$ cat src/rtl/fetch_pkg.sv
// ---------------------------------------------------------------------------
// fetch_pkg
// Shared constants and types for the instruction fetch queue.
//   PC_STEP        : byte increment between sequential instructions
//   PC_ALIGN_BITS  : low address bits forced to zero on every fetch address
//   DEFAULT_XLEN   : default PC / address width
//   DEFAULT_INST_W : default instruction width
//   fetch_entry_t  : {pc, inst} layout of one queue entry at default widths;
//                    the top level packs entries in this same order.
// ---------------------------------------------------------------------------
package fetch_pkg;

    localparam int PC_STEP        = 4;
    localparam int PC_ALIGN_BITS  = 2;
    localparam int DEFAULT_XLEN   = 32;
    localparam int DEFAULT_INST_W = 32;

    typedef struct packed {
        logic [DEFAULT_XLEN-1:0]   pc;
        logic [DEFAULT_INST_W-1:0] inst;
    } fetch_entry_t;

endpackage

$ cat src/rtl/fetch_fifo.sv
// ---------------------------------------------------------------------------
// fetch_fifo
// Synchronous FIFO holding fetched {pc, inst} entries.
// Ports:
//   clk, reset : clock and synchronous active-high reset
//   push       : write wr_data at the tail this cycle
//   pop        : retire the head entry this cycle
//   flush      : empty the queue; has priority over push and pop
//   wr_data    : entry to write
//   rd_data    : head entry (read from registered storage)
//   count      : occupancy, 0..DEPTH
// DEPTH must be a power of two so pointers wrap naturally.
// ---------------------------------------------------------------------------
module fetch_fifo
    import fetch_pkg::*;
#(
    parameter int WIDTH = 64,
    parameter int DEPTH = 4
) (
    input  logic                     clk,
    input  logic                     reset,
    input  logic                     push,
    input  logic                     pop,
    input  logic                     flush,
    input  logic [WIDTH-1:0]         wr_data,
    output logic [WIDTH-1:0]         rd_data,
    output logic [$clog2(DEPTH):0]   count
);

    localparam int AW = $clog2(DEPTH);
    localparam int CW = AW + 1;

    logic [WIDTH-1:0] mem_reg [DEPTH];
    logic [AW-1:0]    wr_ptr_reg;
    logic [AW-1:0]    rd_ptr_reg;
    logic [CW-1:0]    count_reg;
    logic             push_ok;
    logic             pop_ok;

    assign push_ok = push & ~flush & ~reset;
    assign pop_ok  = pop & ~flush;

    // Storage has no reset; consumers qualify rd_data with count.
    always_ff @(posedge clk) begin
        if (push_ok) begin
            mem_reg[wr_ptr_reg] <= wr_data;
        end
    end

    always_ff @(posedge clk) begin
        if (reset || flush) begin
            wr_ptr_reg <= '0;
            rd_ptr_reg <= '0;
            count_reg  <= '0;
        end else begin
            if (push_ok) begin
                wr_ptr_reg <= wr_ptr_reg + AW'(1);
            end
            if (pop_ok) begin
                rd_ptr_reg <= rd_ptr_reg + AW'(1);
            end
            count_reg <= count_reg + CW'(push_ok) - CW'(pop_ok);
        end
    end

    assign rd_data = mem_reg[rd_ptr_reg];
    assign count   = count_reg;

endmodule

$ cat src/rtl/fetch_queue_unit.sv
// ---------------------------------------------------------------------------
// fetch_queue_unit
// Owns the program counter, issues requests to a synchronous-read
// instruction memory and buffers {pc, inst} pairs in a prefetch queue that
// decode drains over valid/ready. A redirect flushes the queue and the
// in-flight fetch and restarts fetch at the target in the same cycle.
// Ports:
//   clk, reset        : clock and synchronous active-high reset
//   imem_req/addr     : fetch request and word-aligned address
//   imem_rdata        : instruction, valid one cycle after imem_req
//   redirect_valid    : flush and restart at redirect_target (bits [1:0] ignored)
//   out_valid/ready   : head-of-queue handshake to decode
//   out_pc/out_inst   : head entry (zero when the queue is empty)
//   q_count           : queue occupancy, 0..DEPTH
// Optional macro FETCH_PERF_EN adds perf_fetched, perf_flushed, perf_stall.
// ---------------------------------------------------------------------------
module fetch_queue_unit
    import fetch_pkg::*;
#(
    parameter int              XLEN     = DEFAULT_XLEN,
    parameter int              INST_W   = DEFAULT_INST_W,
    parameter int              DEPTH    = 4,
    parameter logic [XLEN-1:0] RESET_PC = '0
) (
    input  logic                   clk,
    input  logic                   reset,
    output logic                   imem_req,
    output logic [XLEN-1:0]        imem_addr,
    input  logic [INST_W-1:0]      imem_rdata,
    input  logic                   redirect_valid,
    input  logic [XLEN-1:0]        redirect_target,
    output logic                   out_valid,
    input  logic                   out_ready,
    output logic [XLEN-1:0]        out_pc,
    output logic [INST_W-1:0]      out_inst,
    output logic [$clog2(DEPTH):0] q_count
`ifdef FETCH_PERF_EN
    ,
    output logic [31:0]            perf_fetched,
    output logic [31:0]            perf_flushed,
    output logic [31:0]            perf_stall
`endif
);

    localparam int CW = $clog2(DEPTH) + 1;
    localparam int EW = XLEN + INST_W;

    logic [XLEN-1:0] fetch_pc_reg;
    logic [XLEN-1:0] inflight_pc_reg;
    logic            inflight_reg;
    logic [XLEN-1:0] redirect_pc;
    logic [CW-1:0]   fifo_count;
    logic [EW-1:0]   fifo_rd_data;
    logic            fifo_push;
    logic            fifo_pop;
    logic            issue;
    logic [CW:0]     demand;
    logic            unused_target_bits;

    assign unused_target_bits = ^redirect_target[PC_ALIGN_BITS-1:0];
    assign redirect_pc = {redirect_target[XLEN-1:PC_ALIGN_BITS], {PC_ALIGN_BITS{1'b0}}};

    assign out_valid = (fifo_count != '0);
    assign fifo_pop  = out_valid & out_ready & ~redirect_valid;

    // Entries committed after this cycle if we issue now: queued plus the
    // response landing this cycle, minus what decode takes. Keeping this
    // below DEPTH guarantees every response has a free slot on arrival.
    assign demand = {1'b0, fifo_count} + (CW+1)'(inflight_reg) - (CW+1)'(fifo_pop);
    assign issue  = ~reset & (redirect_valid | (demand < (CW+1)'(DEPTH)));

    assign imem_req  = issue;
    assign imem_addr = redirect_valid ? redirect_pc : fetch_pc_reg;

    // A redirect cancels the response returning this cycle.
    assign fifo_push = inflight_reg & ~redirect_valid;

    always_ff @(posedge clk) begin
        if (reset) begin
            fetch_pc_reg    <= RESET_PC;
            inflight_pc_reg <= '0;
            inflight_reg    <= 1'b0;
        end else begin
            inflight_reg <= issue;
            if (issue) begin
                inflight_pc_reg <= imem_addr;
                fetch_pc_reg    <= imem_addr + XLEN'(PC_STEP);
            end
        end
    end

    fetch_fifo #(
        .WIDTH (EW),
        .DEPTH (DEPTH)
    ) u_fifo (
        .clk     (clk),
        .reset   (reset),
        .push    (fifo_push),
        .pop     (fifo_pop),
        .flush   (redirect_valid),
        .wr_data ({inflight_pc_reg, imem_rdata}),
        .rd_data (fifo_rd_data),
        .count   (fifo_count)
    );

    // Storage is not reset, so the head is masked while the queue is empty.
    assign out_pc   = out_valid ? fifo_rd_data[EW-1:INST_W] : '0;
    assign out_inst = out_valid ? fifo_rd_data[INST_W-1:0]  : '0;
    assign q_count  = fifo_count;

`ifdef FETCH_PERF_EN
    logic [31:0] perf_fetched_reg;
    logic [31:0] perf_flushed_reg;
    logic [31:0] perf_stall_reg;

    always_ff @(posedge clk) begin
        if (reset) begin
            perf_fetched_reg <= '0;
            perf_flushed_reg <= '0;
            perf_stall_reg   <= '0;
        end else begin
            if (fifo_push) begin
                perf_fetched_reg <= perf_fetched_reg + 32'd1;
            end
            if (redirect_valid) begin
                perf_flushed_reg <= perf_flushed_reg + 32'(fifo_count) + 32'(inflight_reg);
            end
            if ((fifo_count == CW'(DEPTH)) && !out_ready) begin
                perf_stall_reg <= perf_stall_reg + 32'd1;
            end
        end
    end

    assign perf_fetched = perf_fetched_reg;
    assign perf_flushed = perf_flushed_reg;
    assign perf_stall   = perf_stall_reg;
`else
    // Performance counters are not built in this configuration.
`endif

endmodule

$ cat config.mk
export PLATFORM = sky130hd
export DESIGN_NAME = fetch_queue_unit
export DESIGN_NICKNAME = d
export VERILOG_FILES = /design/src/rtl/fetch_pkg.sv /design/src/rtl/fetch_fifo.sv /design/src/rtl/fetch_queue_unit.sv
export SDC_FILE = /design/constraint.sdc
export NUM_CORES = 1
export LEC_CHECK = 0
export ABC_AREA = 1
export CAP_MARGIN = 0
export CORE_UTILIZATION = 34
export DETAILED_ROUTE_END_ITERATION = 8
export GPL_ROUTABILITY_DRIVEN = 0
export PLACE_DENSITY = 0.56
export SLEW_MARGIN = 10
export SYNTH_ARGS = -nofsm -noshare
export SYNTH_HDL_FRONTEND = slang
export SYNTH_SLANG_ARGS = --single-unit
$ cat constraint.sdc
create_clock -name clk -period 5.76 [get_ports clk]
set_input_delay 1.152 -clock clk [delete_from_list [all_inputs] [get_ports clk]]
set_output_delay 1.152 -clock clk [all_outputs]
set_load 0.1 [all_outputs]
==> run summary, run 1 <==
Final period util: 0.804
post-synth top area share: 0.563
final hold vios: 0
Ys Warns: 0
gr ovfl total: 0
fin util: 0.427
IO Pins: 169
CP max FO: 76
Area contributors post-synth: edfxtp_1 56%, dfxtp_1 11%, nor2_1 8.2%
Sum Neg Setup Slack: 0 ns
GRT Total Usage: 0.162
Root Driver: clkbuf_16
measured slew at the worst slew-check pin: 1.06 ns
clock latency on the worst-skew pair: 0.53 ns
Relative slew margins: 0.289
final-stage net count: 1569
Post-Route WL: 33200 um
crit path time final: 4.63 ns
Chip Width: 202 um
Max Cap Viol: 0
Starting Density: 0.345
Post-Syn Nets: 1409
crit start category: register
Synth Area per Inst: 10.3 um^2
layout cells sized above 1: 0.132
synth unique cells: 34
DPL Wire Length: 20000 um
Power Dens Cells: 321 nW/um^2
Clock Skews: 0.0210 ns
final cell count without fillers: 2045
clock transition at the registers of the reported paths: 0.06 ns
antenna violations before repair: 0
final instance area: 16900 um^2
WP data arrival: 3.48 ns
H-Tree Depth: 2
CTS tree: yes
pin count of the biggest net entering global routing: 77
outcome: complete, no violations
CP required: 4.61 ns
CORE AREA: 39600 um^2
via density per instance: 4.69
CTS sink cnt: 328
r2r setup slk: 2.66 ns
mapped cell area: 13700 um^2
I/O Buffers: 166
Crit. End Element: output port
Pre-Repair DR Iteration Count: 5
f_max: 216 MHz
Resized cells post-CTS: 0
Placed Instance Area: 15800 um^2
sequential area share after synthesis: 0.668
Slew Limit Fails: 0
Initial DRC Count: 501
Most used DFF post-synth: edfxtp_1
Rows: 73
Die ar.: 41000 um^2
drt drc: 0
Max Buffers Root-to-Sink: 3
Peak supply drop: 0.000144 V
first-pass GRT wire length: 51700 um
Layout area overhead: 24.0%
Post-DRT Antenna Nets: 0
final setup fails: 0
WL/cell: 16.2 um
Lkg Pwr: 6.22 nW
flops & latches, synth: 328
number of synthesized flops with an enable pin: 256
Inst Count DP: 1976
kind of critical path: reg -> out
chip height: 202 um
vias in the first global route: 9268
Total Power: 0.00544 W
Vias: 9593
max reg flops: 256
Synth Instances: 1331
Post-CTS Hold Fix Bufs: 0
TritonCTS buffer count: 38
post-synth top area cell: edfxtp_1
Min-Delay Path Class: reg -> reg
ys async rst share: 0
RSZ-0062 raised after global routing: no
setup bufs post-CTS: 0
critical path: stages, from the launching register on:
cell and delay [ns]:
dfxtp_4 0.56, clkinv_2 0.12, buf_4 0.55, o21ai_0 0.19, a21oi_1 0.21, clkdlybuf4s50_1 1.21
area by class of cell:
cell class                      count  area [um^2]
Antenna cell                        1         2.50
Clock buffer                       51         1060
Clock inverter                     17          120
Fill cell                        3836        22700
Inverter                           53          203
Multi-Input combinational cell    884         4050
Sequential cell                   328         9130
Tap cell                          525          657
Timing Repair Buffer              186         1710
power by group:
part	total, W	leakage [nW]	switching, W	internal (W)
sequential	0.00264	2.93	0.0000352	0.00260
combinational	0.000538	2.72	0.000405	0.000133
clock	0.00226	0.576	0.000922	0.00134
logic make-up (layout without fill, tap and decap cells):
logic type / count (synthesis) / count (layout) / synth area share
flip-flops: 328 / 328 / 0.668
adder cells (fa/ha/maj): 10 / 10 / 0.00971
XOR/XNOR: 12 / 12 / 0.00770
other: 0 / 1 / 0
AO/OA/AOI/OAI: 231 / 231 / 0.0848
AND/OR/NAND/NOR: 631 / 631 / 0.191
buffers and inverters: 119 / 307 / 0.0379
synthesized netlist by cell type (10+ instances only):
master    number
nand3_1       31
dfxtp_1       72
clkbuf_1      35
nor2_1       299
o21ai_0      149
nand2_2       34
xor2_1        10
nand2_1      242
a21oi_1       69
o21ai_1       12
edfxtp_1     256
buf_1         18
inv_1         49
per-stage QoR:
stage               worst slack, ns  hold slack, ns
floorplan                     0.726           0.421
global placement               1.33           0.432
detailed placement             1.33           0.443
CTS                            1.06           0.455
global route                  0.889           0.472
finish                         1.13           0.454
routing by layer:
metal  up-vias  wire length (um)  global-route usage
met3        43              1690              0.0335
li1       4791                 -                   -
met4         0               678              0.0432
met1      4548             15100               0.208
met5         -                 0                   0
met2       211             15800               0.277
cells in the final DEF, fill, tap and decap left out, drive strengths merged, types with 2 or more instances in the layout:
| cell | netlist | layout |
|---|---|---|
| ha | 9 | 9 |
| clkinv | 0 | 13 |
| edfxtp | 256 | 256 |
| nor2 | 315 | 315 |
| a21oi | 69 | 69 |
| xor2 | 10 | 10 |
| buf | 31 | 81 |
| xnor2 | 2 | 2 |
| clkbuf | 35 | 51 |
| dfxtp | 72 | 72 |
| or2 | 2 | 2 |
| nand2 | 278 | 278 |
| clkinvlp | 0 | 2 |
| o21ai | 161 | 161 |
| nand3 | 32 | 32 |
| inv | 53 | 54 |
| clkdlybuf4s50 | 0 | 105 |
final timing paths:
path                                      from                                to  cells past startpoint
min          u_fifo.rd_ptr_reg[1]$_SDFFE_PP0P_                          register                      2
max                                   register                        out_pc[17]                      5
max reg2reg         u_fifo.count[1]$_SDFF_PP0_  inflight_pc_reg[24]$_SDFFE_PP0P_                     17
min reg2reg  u_fifo.rd_ptr_reg[1]$_SDFFE_PP0P_                          register                      2
Power figures use the tool's default switching activity.
==> run 2, diff against run 1 <==
--- a/config.mk
+++ b/config.mk
@@ -10,7 +10,7 @@
 export CORE_UTILIZATION = 34
 export DETAILED_ROUTE_END_ITERATION = 8
 export GPL_ROUTABILITY_DRIVEN = 0
-export PLACE_DENSITY = 0.56
+export PLACE_DENSITY = 0.58
 export SLEW_MARGIN = 10
 export SYNTH_ARGS = -nofsm -noshare
 export SYNTH_HDL_FRONTEND = slang
==> constraint.sdc (replaced) <==
create_clock -name clk -period 4 [get_ports clk]
set_input_delay 0.8 -clock clk [delete_from_list [all_inputs] [get_ports clk]]
set_output_delay 0.8 -clock clk [all_outputs]
set_load 0.1 [all_outputs]
==> run summary, run 2 (synthesis gave the netlist of run 1 again) <==
Sum Neg Setup Slack: 0 ns
kind of critical path: in -> out
Lkg Pwr: 6.58 nW
commonest non-fill, non-tap cell in the layout: nor2_1
antenna violations before repair: 0
drt drc: 0
setup bufs post-CTS: 0
final-stage net count: 1568
Peak supply drop: 0.000270 V
chip height: 202 um
Layout area overhead: 32.1%
CTS sink cnt: 328
layout cells sized above 1: 0.157
clock transition at the registers of the reported paths: 0.06 ns
I/O Buffers: 166
Crit. End Element: output port
most frequent cells in the layout: 295 x nor2_1, 256 x edfxtp_1, 242 x nand2_1
Max stage delay on crit path: 0.50 ns
DPL Wire Length: 19800 um
measured slew at the worst slew-check pin: 0.971 ns
Vias: 9536
Starting Density: 0.345
ANT cells: 0
Top delay family on crit path: buffers and inverters
gr ovfl total: 0
Initial DRC Count: 462
crit start category: primary input
CTS tree: yes
Max Buffers Root-to-Sink: 3
Final period util: 0.880
max reg flops: 256
GRT Total Usage: 0.160
outcome: complete, no violations
CORE AREA: 39600 um^2
Chip Width: 202 um
H-Tree Depth: 2
Total Power: 0.00790 W
final instance area: 18000 um^2
Root Driver: clkbuf_16
WL/cell: 16.0 um
Clock Skews: 0.0226 ns
Die ar.: 41000 um^2
Min-Delay Path Class: reg -> reg
vias in the first global route: 9255
CP required: 3.20 ns
crit path time final: 3.52 ns
via density per instance: 4.67
Power Dens Cells: 438 nW/um^2
final setup fails: 0
Slew Limit Fails: 0
f_max: 284 MHz
TritonCTS buffer count: 36
Post-Route WL: 32700 um
WP data arrival: 2.72 ns
Buf/Inv on CP: 4
clock latency on the worst-skew pair: 0.52 ns
Relative slew margins: 0.351
RSZ-0062 raised after global routing: no
Rows: 73
final hold vios: 0
Max Cap Viol: 0
hold slack final: 0.453 ns
Post-DRT Antenna Nets: 0
Cell Chain, Critical Path: clkdlybuf4s50_1 -> nand2_1 -> nor2_1 -> ha_1 -> inv_1 -> ha_1 -> nand3_1 -> nand2_1 -> nand2_1 -> nand2_1 -> nand2_1 -> nand2_1 -> nand2_1 -> inv_2 -> buf_12
Resized cells post-CTS: 0
IO Pins: 169
pin count of the biggest net entering global routing: 129
CP max FO: 3
Pre-Repair DR Iteration Count: 5
critical path's most frequent cell: nand2_1
first-pass GRT wire length: 51500 um
Post-CTS Hold Fix Bufs: 0
CP max-delay cell: clkdlybuf4s50_1
Placed Instance Area: 16900 um^2
run 2: power breakdown:
| part | total [W] | switching (W) | internal (W) |
|---|---|---|---|
| clock | 0.00320 | 0.00129 | 0.00191 |
| sequential | 0.00380 | 0.0000488 | 0.00375 |
| combinational | 0.000909 | 0.000610 | 0.000298 |
| total | 0.00790 | 0.00195 | 0.00596 |
run 2: path summary, 6_finish.rpt:
| kind | from | endpoint | slack (ns) | cells past startpoint |
|---|---|---|---|---|
| min | fetch_pc_reg[17]$_SDFFE_PP0P_ | fetch_pc_reg[17]$_SDFFE_PP0P_ | 0.45 | 2 |
| max | out_ready | imem_req | 0.48 | 15 |
| max reg2reg | u_fifo.count[0]$_SDFF_PP0_ | fetch_pc_reg[30]$_SDFFE_PP0P_ | 1.35 | 17 |
| min reg2reg | fetch_pc_reg[17]$_SDFFE_PP0P_ | fetch_pc_reg[17]$_SDFFE_PP0P_ | 0.45 | 2 |
run 2: worst register-to-register path: stages (launching register included):
cell	delay [ns]
dfxtp_2	0.33
nor3_2	0.27
clkinvlp_4	0.18
nand2_1	0.09
nor2_1	0.04
ha_1	0.18
inv_1	0.09
ha_1	0.23
nand3_1	0.10
o211ai_1	0.09
nand2_1	0.06
nand2_1	0.05
nand2_1	0.08
nand2_1	0.08
inv_2	0.09
buf_4	0.37
nand3_1	0.18
nand2_1	0.08
run 2: per-layer routing:
| metal | routed length (um) | track usage | part of all wire | vias up |
|---|---|---|---|---|
| met3 | 1780 | 0.0327 | 0.054 | 55 |
| met1 | 14700 | 0.210 | 0.45 | 4451 |
| met4 | 669 | 0.0438 | 0.020 | 0 |
| met2 | 15500 | 0.269 | 0.47 | 243 |
| li1 | - | - | - | 4787 |
| met5 | 0 | 0 | 0 | - |
run 2: per-stage QoR:
step,util,cells,setup WS [ns]
2_1_floorplan,-,1331,-0.682
3_3_place_gp,0.426,1977,0.440
3_5_place_dp,0.426,1977,0.462
4_1_cts,0.455,2042,0.450
5_1_grt,0.455,2042,0.256
6_report,0.455,2042,0.480
run 2: final cells by class:
| class | instances | area [um^2] |
|---|---|---|
| inverters | 53 | 206 |
| well taps | 525 | 657 |
| clock inverters | 20 | 184 |
| flip-flops and latches | 328 | 9140 |
| multi-input cells | 884 | 4050 |
| repair buffers | 187 | 2840 |
| clock buffers | 45 | 966 |
| fillers | 3661 | 21600 |
